File: config.mk
export PLATFORM = sky130hd
export DESIGN_NAME = uart_tx_arbiter
export DESIGN_NICKNAME = d
export VERILOG_FILES = /design/src/rtl/uart_tx_arbiter.sv
export SDC_FILE = /design/constraint.sdc
export NUM_CORES = 1
export LEC_CHECK = 0
export CAP_MARGIN = 10
export CORE_ASPECT_RATIO = 0.5
export CORE_MARGIN = 2
export CORE_UTILIZATION = 35
export DETAILED_ROUTE_END_ITERATION = 6
export HOLD_SLACK_MARGIN = 0.08
export PLACE_DENSITY_LB_ADDON = 0.05
export SLEW_MARGIN = 20
export SYNTH_ARGS = -nofsm -noshare
export SYNTH_HDL_FRONTEND = slang
export SYNTH_SLANG_ARGS = --single-unit
File: constraint.sdc
create_clock -name clk_i -period 2.75 [get_ports clk_i]
set_input_delay 0.55 -clock clk_i [delete_from_list [all_inputs] [get_ports clk_i]]
set_output_delay 0.55 -clock clk_i [all_outputs]
set_load 0.01 [all_outputs]
File: src/rtl/uart_tx_arbiter.sv
// uart_tx_arbiter: round-robin scheduler sharing one UART byte transmitter
// between N_REQ byte producers. Grants one requester at a time, latches its
// byte, drives the start / brg_set / done handshake and pulses ack to the
// winner once the byte has left. Every output is registered.
//
// Ports:
//   clk_i           system clock, all logic on posedge
//   rst_ni          asynchronous active-low reset
//   req_i           req_i[i]=1: requester i has a byte pending (level)
//   data_i          byte of requester i on data_i[8i+7:8i]
//   grant_o         one-hot owner from START to SEND, else 0
//   ack_o           one-cycle pulse on ack_o[i]: byte of requester i sent
//   err_o           one-cycle pulse: SEND timed out waiting for uart_done_i
//   busy_o          1 in every state except IDLE
//   uart_data_o     latched byte, stable from START to SEND
//   uart_start_o    start request to the transmitter
//   uart_brg_set_i  transmitter accepted start
//   uart_done_i     transmitter finished the stop bit (pulse or level)
module uart_tx_arbiter #(
   parameter int unsigned N_REQ      = 4,
   parameter int unsigned GAP_CYCLES = 16,
   parameter int unsigned TIMEOUT    = 1000000
) (
   input  logic               clk_i,
   input  logic               rst_ni,
   input  logic [N_REQ-1:0]   req_i,
   input  logic [8*N_REQ-1:0] data_i,
   output logic [N_REQ-1:0]   grant_o,
   output logic [N_REQ-1:0]   ack_o,
   output logic               err_o,
   output logic               busy_o,
   output logic [7:0]         uart_data_o,
   output logic               uart_start_o,
   input  logic               uart_brg_set_i,
   input  logic               uart_done_i
);

   localparam int unsigned IdxW   = $clog2(N_REQ);
   localparam int unsigned CntMax = (TIMEOUT > GAP_CYCLES) ? TIMEOUT : GAP_CYCLES;
   localparam int unsigned CntW   = $clog2(CntMax + 1);

   typedef enum logic [1:0] {StIdle, StStart, StSend, StGap} state_e;

   state_e           state_q;
   logic [IdxW-1:0]  ptr_q;
   logic [IdxW-1:0]  owner_q;
   logic [CntW-1:0]  cnt_q;
   logic [N_REQ-1:0] grant_q;
   logic [N_REQ-1:0] ack_q;
   logic             err_q;
   logic             busy_q;
   logic [7:0]       uart_data_q;
   logic             uart_start_q;

   // (base + off) mod N_REQ; both operands are below N_REQ so one subtract suffices.
   function automatic logic [IdxW-1:0] rot_idx(logic [IdxW-1:0] base, int unsigned off);
      int unsigned sum;
      sum = 32'(base) + off;
      if (sum >= N_REQ) sum = sum - N_REQ;
      return IdxW'(sum);
   endfunction

   // Round-robin pick starting at ptr_q. Scanning from the far end lets the
   // nearest requester overwrite earlier candidates, so no loop break is needed.
   logic [IdxW-1:0] win_idx;
   logic            win_vld;
   logic [7:0]      win_data;

   always_comb begin
      win_idx = '0;
      win_vld = 1'b0;
      for (int k = int'(N_REQ) - 1; k >= 0; k--) begin
         if (req_i[rot_idx(ptr_q, unsigned'(k))]) begin
            win_idx = rot_idx(ptr_q, unsigned'(k));
            win_vld = 1'b1;
         end
      end
      win_data = data_i[32'(win_idx) * 8 +: 8];
   end

   always_ff @(posedge clk_i or negedge rst_ni) begin
      if (!rst_ni) begin
         state_q      <= StIdle;
         ptr_q        <= '0;
         owner_q      <= '0;
         cnt_q        <= '0;
         grant_q      <= '0;
         ack_q        <= '0;
         err_q        <= 1'b0;
         busy_q       <= 1'b0;
         uart_data_q  <= 8'h00;
         uart_start_q <= 1'b0;
      end else begin
         ack_q <= '0;
         err_q <= 1'b0;
         unique case (state_q)
            StIdle: begin
               if (win_vld) begin
                  state_q      <= StStart;
                  owner_q      <= win_idx;
                  grant_q      <= N_REQ'(1) << win_idx;
                  uart_data_q  <= win_data;
                  uart_start_q <= 1'b1;
                  busy_q       <= 1'b1;
               end
            end
            StStart: begin
               if (uart_brg_set_i) begin
                  state_q      <= StSend;
                  uart_start_q <= 1'b0;
                  cnt_q        <= '0;
               end
            end
            StSend: begin
               // done seen on the last allowed cycle still wins over the timeout
               if (uart_done_i) begin
                  ack_q   <= grant_q;
                  grant_q <= '0;
                  ptr_q   <= rot_idx(owner_q, 1);
                  cnt_q   <= '0;
                  if (GAP_CYCLES == 0) begin
                     state_q <= StIdle;
                     busy_q  <= 1'b0;
                  end else begin
                     state_q <= StGap;
                  end
               end else if (cnt_q == CntW'(TIMEOUT - 1)) begin
                  err_q   <= 1'b1;
                  grant_q <= '0;
                  ptr_q   <= rot_idx(owner_q, 1);
                  cnt_q   <= '0;
                  state_q <= StIdle;
                  busy_q  <= 1'b0;
               end else begin
                  cnt_q <= cnt_q + CntW'(1);
               end
            end
            StGap: begin
               if (cnt_q == CntW'(GAP_CYCLES - 1)) begin
                  cnt_q   <= '0;
                  state_q <= StIdle;
                  busy_q  <= 1'b0;
               end else begin
                  cnt_q <= cnt_q + CntW'(1);
               end
            end
            default: state_q <= StIdle;
         endcase
      end
   end

   assign grant_o      = grant_q;
   assign ack_o        = ack_q;
   assign err_o        = err_q;
   assign busy_o       = busy_q;
   assign uart_data_o  = uart_data_q;
   assign uart_start_o = uart_start_q;

endmodule

==> key figures, run 1 <==
Routing
  • WL met3: 485 um
  • Avg Vias per Cell: 5.51
  • Final routed DRC violation total: 0
  • WL per Instance: 16.0 um
  • Routed wl met2: 3.54 mm
  • Initial drt markers: 176
  • Met1 WL: 3.79 mm
  • DR vias: 2716
  • Top sig layer: met4
  • Final wirelength: 7.88 mm
  • Drt pass-1 iters: 4
  • Post-DRT Antenna Nets: 0

Synth
  • Ys flop type: dfrtp_1
  • Post-synthesis compound-gate area fraction: 0.236
  • Avg Cell Area, Syn: 9.08 um2
  • Asr flop ratio synth: 1.00
  • XOR/XNOR Fraction of Synth Area: 0.00303
  • EDFF count, synth: 0
  • Yosys top cell area share: 0.390
  • Post-Syn Area: 2890 um2
  • Synth cell count leaders: nand2_1, dfrtp_1, o211ai_1, a211oi_1, nor3b_1
  • Most common cell in the synthesized netlist: nand2_1
  • Main combinational cell family by area after synthesis: simple AND/OR/NAND/NOR gates
  • Adder-cell area share of the yosys netlist: 0.0260
  • Simple-gate share of the synthesized area: 0.287
  • Seq/Total Area, Yosys: 0.390
  • Yosys warns: 0
  • Post-Syn Instances: 318
  • Post-synthesis mux area share: 0.0108
  • Syn Nets: 364
  • Yosys reg bits: 45
  • Synth top area cells: dfrtp_1, nand2_1, o211ai_1, a211oi_1, nor3b_1
  • Leading area contributor after synthesis: dfrtp_1
  • Library cells used by synthesis: 58

Setup path
  • Critical-path cell list: or4_4 -> nor3_4 -> a21boi_4 -> nor2_2 -> o221ai_1
  • Worst Path Arrival: 2.43 ns
  • CP max stage delay: 0.59 ns
  • Worst setup EP type: flop
  • Worst Path Max Fanout: 27
  • Startpoint types: flop
  • Kind of critical path: reg2reg
  • WP data required: 2.90 ns
  • Slowest CP cell: or4_4
  • Reg2Reg Setup Slack: 0.47 ns

Worst hold path
  • HP Class: in2async

Finish
  • Final net count: 426
  • Share of layout cells above drive strength 1: 0.115
  • Diode count: 0
  • Layout area overhead: 31.7%

Clocking
  • Clk Latency, worst-skew pair: 0.29 ns
  • CTS Buf Count: 5
  • Root Buffer: clkbuf_16
  • Hold_buf cts: 0
  • Clock transition at path regs: 0.07 ns
  • Setup bufs post-CTS: 0
  • CTS HTree Levels: 2
  • CTS Buffer Depth: 2
  • CTS sink count: 45
  • CTS tree: built
  • CTS resizes: 0

Timing
  • Rel. slew slack: 0.433
  • Tcrit/Tclk final: 0.829
  • Worst-Margin Slew: 0.849 ns
  • Final setup viols: 0
  • Peak Freq: 0.439 GHz
  • Max-slew violations: 0
  • Setup TNS: 0 ns
  • Final Hold Vio Count: 0
  • Unrepaired setup endpoints after global routing: false
  • Setup ws final: 0.471 ns
  • Worst hold slack: 0.190 ns
  • Clock Skew: 0.00745 ns
  • Final Critical Period: 2.28 ns

Placed design
  • Post-DP HPWL: 5.73 mm
  • Port bufs: 58
  • Gp weighted congestion: 0.798
  • Setup WS pre-CTS: 0.272 ns

Floorplan
  • Die Area: 9030 um2
  • Die width: 132 um
  • Chip Height: 68.2 um
  • IO Pins: 59
  • Site Rows: 23
  • Core area: 8000 um2
  • Initial Util: 0.361

Power
  • Pleak: 1.51 nW
  • Pwr per Cell Area: 824 nW/um2
  • Peak VDD IR: 334 uV

Global routing
  • Vias in the first global route: 2732
  • GRT Util Overall: 0.186
  • Initial antenna violation count: 0
  • Overflow after GRT: 0
  • Pin count of the biggest net entering global routing: 28
  • First-pass GRT wire length: 13.3 mm

Status
  • Run status: finished, final reports clean

Job
  • Max-cap violations: 0
==> area by class of cell <==
cell class / instances / area (um2)
fillers: 784 / 4200
multi-input cells: 245 / 1630
flip-flops and latches: 45 / 1130
repair buffers: 76 / 711
clock buffers: 7 / 143
well taps: 112 / 140
clock inverters: 1 / 30.0
inverters: 7 / 26.3
==> worst paths after layout <==
kind                                                  from                         end  cells past startpoint
worst min register to register  uart_data_o[1]$_DFFE_PN0P_  uart_data_o[1]$_DFFE_PN0P_                      2
worst max register to register        cnt_q[9]$_DFFE_PN0P_       cnt_q[13]$_DFFE_PN0P_                      5
max in group asynchronous                           rst_ni  uart_data_o[4]$_DFFE_PN0P_                      2
worst max-delay path                  cnt_q[9]$_DFFE_PN0P_       cnt_q[13]$_DFFE_PN0P_                      5
min in group clk_i              uart_data_o[1]$_DFFE_PN0P_  uart_data_o[1]$_DFFE_PN0P_                      2
worst min-delay path                                rst_ni       cnt_q[16]$_DFFE_PN0P_                      1
==> critical path, delay by kind of cell, from the launching register on <==
kind,cells,cell delay (ns)
AOI/OAI and AO/OA,2,0.43
DFF,1,0.49
and+or+nand+nor,3,1.21
==> sequential cells by signal, summed over array words and instances, names as in the netlist <==
name and count:
ack_o 4, busy_o 1, cnt_q 20, err_o 1
grant_o 4, owner_q 2, ptr_q 2, state_q 2
uart_data_o 8, uart_start_o 1
==> per-layer routing <==
layer / vias up / global-route usage
li1: 1327 / -
met3: 7 / 0.0563
met2: 77 / 0.319
met5: - / 0
met1: 1305 / 0.233
met4: 0 / 0.0538
==> power by group <==
part / switching, mW / internal, mW
combinational: 0.848 / 0.635
sequential: 0.113 / 0.820
clock: 0.261 / 0.455
total: 1.22 / 1.91
==> placed cells by master, fill, tap and decap left out, types with 4 or more instances in the layout <==
cell and count:
o211ai_1 18, ha_1 6, nand2_1 48, clkbuf_16 5
nand2b_1 4, and3_1 6, a21oi_1 4, dfrtp_1 45
a211oi_1 17, o31ai_1 9, inv_1 7, nor3_1 5
nor3b_1 16, clkdlybuf4s50_1 57, nor2b_1 6, a31oi_1 4
nand3_1 14, o21ai_0 15, buf_4 18, nor2_1 13
==> stage by stage <==
step	total power [mW]	cells	utilization	cell area, um2
after floorplan	1.87	318	-	2890
after global placement	2.42	485	0.454	3630
after detailed placement	2.43	485	0.454	3630
after CTS	3.16	493	0.475	3800
after global routing	3.38	493	0.475	3800
final	3.13	493	0.475	3800
==> kinds of logic after synthesis <==
kind of cell    Yosys count
simple gates            143
compound gates           92
flops                    45
buf+inv                  28
fa+ha+maj                 6
mux                       3
xor+xnor                  1
Note: power is estimated with default switching activity, not from simulation.
==> inputs of run 2 (changes only) <==
clock period = 2 ns   (was 2.75 ns; I/O delays follow)
==> run 2 against run 1 <==
  * Die area stayed put
  * Clock skew barely moved
  * Flip-flop and latch count did not move
  * Combinational power grew 74%
  * Largest power group unchanged
  * Critical path depth rose by 1
  * Highest routed layer unchanged
  * Sequential share of layout area decreased by 3.5 points
  * Largest cell class unchanged
  * Final cell count rose by 9.9%
  * Critical path type unchanged
  * Core utilization is 6.3 points higher
  * Worst hold slack got worse by 0.11 ns
  * Worst setup slack got worse by 0.46 ns
==> key figures, run 2 (same netlist as run 1, synthesis figures left out) <==
Finish
  • Share of layout cells above drive strength 1: 0.237 (+0.122)
  • Diode count: 0 (unchanged)
  • Layout area overhead: 49.3%
  • Final net count: 475 (+12%)
  • Largest Register: cnt_q
  • Commonest non-fill, non-tap cells in the layout: buf_4, clkdlybuf4s50_1, nand2_1, dfrtp_1, o211ai_1
  • Final Util: 0.539 (+0.0635)
  • Layout Cells excl Fill: 542 (+9.9%)
  • Max reg flops: 20 (unchanged)
  • Commonest non-fill, non-tap cell in the layout: buf_4

Clocking
  • CTS sink count: 45 (unchanged)
  • CTS Buffer Depth: 2 (unchanged)
  • CTS Buf Count: 5 (unchanged)
  • Clock transition at path regs: 0.07 ns (about the same)
  • Hold_buf cts: 0 (unchanged)
  • CTS HTree Levels: 2 (unchanged)
  • Clk Latency, worst-skew pair: 0.29 ns (about the same)
  • CTS tree: built
  • Root Buffer: clkbuf_16

Routing
  • Initial drt markers: 172 (-2.3%)
  • WL per Instance: 15.5 um (-2.9%)
  • DR vias: 2890 (+6.4%)
  • Final wirelength: 8.41 mm (+6.7%)
  • Drt pass-1 iters: 4 (unchanged)
  • Avg Vias per Cell: 5.33 (-3.2%)
  • Post-DRT Antenna Nets: 0 (unchanged)
  • Final routed DRC violation total: 0 (unchanged)

Setup path
  • Largest delay contributor family on the critical path: simple AND/OR/NAND/NOR gates
  • Critical-path cell list: or4_4 -> nor3_4 -> a21boi_4 -> buf_4 -> o311ai_1 -> o21ai_1
  • Worst Path Arrival: 2.15 ns (-0.28 ns)
  • Kind of critical path: reg2reg
  • Worst setup EP type: flop
  • CP max stage delay: 0.56 ns (-0.03 ns)
  • WP buf/inv: 1 (+1)
  • Slowest CP cell: or4_4
  • Startpoint types: flop
  • WP data required: 2.16 ns (-0.74 ns)
  • Worst Path Max Fanout: 8 (-70%)

Global routing
  • Overflow after GRT: 0 (unchanged)
  • First-pass GRT wire length: 13.5 mm (+1.9%)
  • GRT Util Overall: 0.190 (+0.00387)
  • Initial antenna violation count: 0 (unchanged)
  • Pin count of the biggest net entering global routing: 28 (unchanged)
  • Vias in the first global route: 2834 (+3.7%)

Floorplan
  • Chip Height: 68.2 um (unchanged)
  • Die width: 132 um (unchanged)
  • IO Pins: 59 (unchanged)
  • Die Area: 9030 um2 (unchanged)
  • Core area: 8000 um2 (unchanged)
  • Initial Util: 0.361 (unchanged)
  • Site Rows: 23 (unchanged)

Job
  • Max-cap violations: 0 (unchanged)

Timing
  • Final Critical Period: 1.99 ns (-0.290 ns)
  • Clock Skew: 0.00762 ns (+0.000164 ns)
  • Worst-Margin Slew: 0.512 ns (-0.336 ns)
  • Unrepaired setup endpoints after global routing: true
  • Max-slew violations: 0 (unchanged)
  • Peak Freq: 0.503 GHz (+15%)
  • Rel. slew slack: 0.659 (+0.226)
  • Tcrit/Tclk final: 0.994 (+0.166)
  • Final setup viols: 0 (unchanged)
  • Final Hold Vio Count: 0 (unchanged)

Placed design
  • Gp weighted congestion: 0.870 (+9.1%)
  • Dpl cells: 527 (+8.7%)
  • Post-DP HPWL: 6.11 mm (+6.5%)
  • Port bufs: 58 (unchanged)

Power
  • Pleak: 1.81 nW (+20%)
  • Power, Total: 4.70 mW (+50%)
  • Pwr per Cell Area: 1090 nW/um2 (+32%)
  • Peak VDD IR: 473 uV (+41%)

Worst hold path
  • HP Class: in2async

Status
  • Run status: finished, final reports clean
-- run 2: per-stage QoR --
stage	hold slack [ns]	instance area, um2	TNS, ns	setup slack [ns]
after detailed placement	0.398	3990	-2.40	-0.216
after CTS	0.0931	4160	0	0.00220
final	0.0761	4310	0	0.0114
after global routing	0.0995	4310	-0.357	-0.0615
after global placement	0.387	3990	-1.85	-0.169
after floorplan	0.104	2890	0	0.0398
-- run 2: power by group --
part	internal, mW	switching, mW	total (mW)
Clock	0.466	0.383	0.849
Sequential	1.13	0.146	1.27
Combinational	1.24	1.34	2.58
-- run 2: worst paths after layout --
check                                            from                          to  slack, ns  cells after the start
min in group clk_i         uart_data_o[2]$_DFFE_PN0P_  uart_data_o[2]$_DFFE_PN0P_       0.48                      2
setup reg to reg                cnt_q[17]$_DFFE_PN0P_        cnt_q[2]$_DFFE_PN0P_       0.01                      6
hold reg to reg            uart_data_o[2]$_DFFE_PN0P_  uart_data_o[2]$_DFFE_PN0P_       0.48                      2
setup / recovery                cnt_q[17]$_DFFE_PN0P_        cnt_q[2]$_DFFE_PN0P_       0.01                      6
max in group asynchronous                      rst_ni      grant_o[3]$_DFFE_PN0P_       1.40                      2
hold / removal                                 rst_ni       cnt_q[12]$_DFFE_PN0P_       0.08                      1
-- run 2: layout make-up --
type / instances / area [um2]
Sequential cell: 45 / 1130
Inverter: 7 / 26.3
Clock inverter: 3 / 21.3
Fill cell: 724 / 3690
Clock buffer: 5 / 125
Multi-Input combinational cell: 245 / 1710
Timing Repair Buffer: 125 / 1160
Tap cell: 112 / 140
-- run 2: what timing repair did --
action / 4_1_cts / 5_1_grt
setup buffers: 2 / 6
setup endpoints to repair: 15 / 20
hold endpoints to repair: 0 / 0
gates resized for setup: 3 / 18
pin swaps: 9 / 9
cloned: 0 / 0
-- run 2: metal layers --
metal,global-route usage,wire length [um],vias up
li1,-,-,1422
met4,0.0349,61,0
met5,0,0,-
met3,0.0563,531,6
met1,0.233,3780,1375
met2,0.342,4040,87
==> inputs of run 3 (changes only) <==
PLACE_DENSITY_LB_ADDON = 0.25   (was 0.05)
==> run 3 against run 2 <==
  * Wire length increased by 2.0%
  * Non-clock buffer count up 2
  * Count of clock-buffer cells in the layout increased by 1
  * Sequential share of layout area decreased by 0.11 points
  * Combinational power rose by 4%
  * Die area unchanged
  * Final cell count increased by 0.37%
  * First-iteration DRC count is 47% higher
  * Fmax barely moved
  * Critical path type unchanged
  * Register-to-register slack barely moved
  * Sequential power about the same
  * Global-route usage up 0.45 points
  * Largest power group unchanged
==> key figures, run 3 (same netlist as run 1, synthesis figures left out) <==
Finish
  • Final net count: 477 (+0.42%)
  • Commonest non-fill, non-tap cells in the layout: clkdlybuf4s50_1, buf_4, nand2_1, dfrtp_1, o211ai_1
  • Layout area overhead: 49.9%
  • Commonest non-fill, non-tap cell in the layout: clkdlybuf4s50_1
  • Final Util: 0.541 (+0.00219)
  • Largest Register: cnt_q
  • Share of layout cells above drive strength 1: 0.229 (-0.00804)
  • Max reg flops: 20 (unchanged)
  • Fillers: 729 (+0.69%)
  • Sequential cell area: 1130 um2 (unchanged)
  • Area of the multi-input gates: 1690 um2 (-1.6%)
  • Diode count: 0 (unchanged)

Timing
  • Tcrit/Tclk final: 0.995 (about the same)
  • Final Critical Period: 1.99 ns (+0.00190 ns)
  • Worst hold slack: 0.0922 ns (+0.0162 ns)
  • Final Hold Vio Count: 0 (unchanged)
  • Unrepaired setup endpoints after global routing: true
  • Max-slew violations: 0 (unchanged)
  • Clock Skew: 0.00336 ns (-0.00425 ns)
  • Worst-Margin Slew: 0.553 ns (+0.0411 ns)
  • Setup ws final: 0.00948 ns (-0.00190 ns)
  • Peak Freq: 0.502 GHz (about the same)
  • Final setup viols: 0 (unchanged)
  • Rel. slew slack: 0.631 (-0.0274)

Global routing
  • GRT Util Overall: 0.194 (+0.00448)
  • Pin count of the biggest net entering global routing: 26 (-7.1%)
  • Initial antenna violation count: 0 (unchanged)
  • Overflow after GRT: 0 (unchanged)
  • First-pass GRT wire length: 14.1 mm (+4.1%)
  • Vias in the first global route: 2959 (+4.4%)

Setup path
  • Kind of critical path: reg2reg
  • Most used cell, CP: buf_4
  • Worst setup EP type: flop
  • Critical-path cell list: or4_4 -> nor3_4 -> a21boi_4 -> buf_4 -> buf_4 -> o211ai_1 -> o311ai_1
  • Startpoint types: flop
  • WP data required: 2.15 ns (about the same)
  • CP max stage delay: 0.54 ns (-0.02 ns)
  • Worst Path Arrival: 2.14 ns (about the same)
  • Slowest CP cell: or4_4
  • Worst Path Max Fanout: 5 (-3)
  • R2R cell count: 7 (+1)

Power
  • Peak VDD IR: 589 uV (+25%)
  • Pleak: 1.84 nW (+1.6%)
  • Pwr per Cell Area: 1100 nW/um2 (+1.3%)

Routing
  • DR vias: 2951 (+2.1%)
  • Avg Vias per Cell: 5.42 (+1.7%)
  • Final routed DRC violation total: 0 (unchanged)
  • WL per Instance: 15.8 um (+1.7%)
  • Initial drt markers: 253 (+47%)
  • Drt pass-1 iters: 4 (unchanged)
  • Post-DRT Antenna Nets: 0 (unchanged)
  • Final wirelength: 8.58 mm (+2.0%)

Floorplan
  • IO Pins: 59 (unchanged)
  • Core area: 8000 um2 (unchanged)
  • Chip Height: 68.2 um (unchanged)
  • Die Area: 9030 um2 (unchanged)
  • Site Rows: 23 (unchanged)
  • Initial Util: 0.361 (unchanged)
  • Die width: 132 um (unchanged)

Placed design
  • Setup WS pre-CTS: -0.223 ns (-0.00692 ns)
  • Post-DP HPWL: 6.21 mm (+1.7%)
  • Port bufs: 58 (unchanged)
  • Gp weighted congestion: 0.845 (-2.9%)

Clocking
  • CTS Buffer Depth: 2 (unchanged)
  • CTS HTree Levels: 2 (unchanged)
  • Clk Latency, worst-skew pair: 0.29 ns (about the same)
  • Clock transition at path regs: 0.06 ns (about the same)
  • CTS sink count: 45 (unchanged)
  • CTS tree: built
  • Root Buffer: clkbuf_16
  • CTS Buf Count: 5 (unchanged)
  • Hold_buf cts: 0 (unchanged)

Worst hold path
  • HP Class: in2async

Status
  • Run status: finished, final reports clean

Job
  • Max-cap violations: 0 (unchanged)
[run 3: critical path, delay by kind of cell, from the launching register on]
kind | cells | cell delay, ns
AND/OR/NAND/NOR | 2 | 0.76
buffers and inverters | 2 | 0.31
AO/OA/AOI/OAI | 3 | 0.39
flip-flops | 1 | 0.40
[run 3: path summary, 6_finish.rpt]
check,startpoint,endpoint,slack [ns]
max,cnt_q[4]$_DFFE_PN0P_,cnt_q[8]$_DFFE_PN0P_,0.009
min,rst_ni,owner_q[0]$_DFFE_PN0P_,0.09
max reg2reg,cnt_q[4]$_DFFE_PN0P_,cnt_q[8]$_DFFE_PN0P_,0.009
min reg2reg,uart_data_o[0]$_DFFE_PN0P_,uart_data_o[0]$_DFFE_PN0P_,0.49
max in group asynchronous,rst_ni,ack_o[1]$_DFF_PN0_,1.37
min in group clk_i,uart_data_o[0]$_DFFE_PN0P_,uart_data_o[0]$_DFFE_PN0P_,0.49
[run 3: layout make-up]
cell class	count	share of cell area
Multi-Input combinational cell	245	0.390
Timing Repair Buffer	127	0.279
Sequential cell	45	0.260
Tap cell	112	0.0324
Clock buffer	6	0.0298
Inverter	7	0.00607
Clock inverter	2	0.00231
[run 3: power breakdown]
group	leakage, nW	internal [mW]	switching [mW]
Combinational	1.18	1.35	1.33
Clock	0.0706	0.460	0.358
Sequential	0.592	1.13	0.153
[run 3: metal layers]
layer / up-vias / track usage / share of wire
met5: - / 0 / 0
met1: 1442 / 0.232 / 0.44
met4: 0 / 0.0578 / 0.011
li1: 1430 / - / -
met3: 9 / 0.0281 / 0.039
met2: 70 / 0.374 / 0.51
[run 3: metrics by stage]
step	instances	total power [mW]	setup TNS, ns	cell area (um2)
finish	544	4.78	0	4330
global route	544	5.09	-0.460	4330
CTS	540	4.65	-0.0346	4210
detailed placement	530	3.78	-1.80	4030
global placement	530	3.70	-1.01	4030
floorplan	318	2.58	0	2890
[run 3: timing repair]
action / in CTS / in global routing
buffers inserted: 2 / 3
resized for setup: 4 / 22
endpoints found under the hold margin: 0 / 0
pin swaps: 3 / 29
setup endpoints to repair: 6 / 30
cloned: 0 / 1
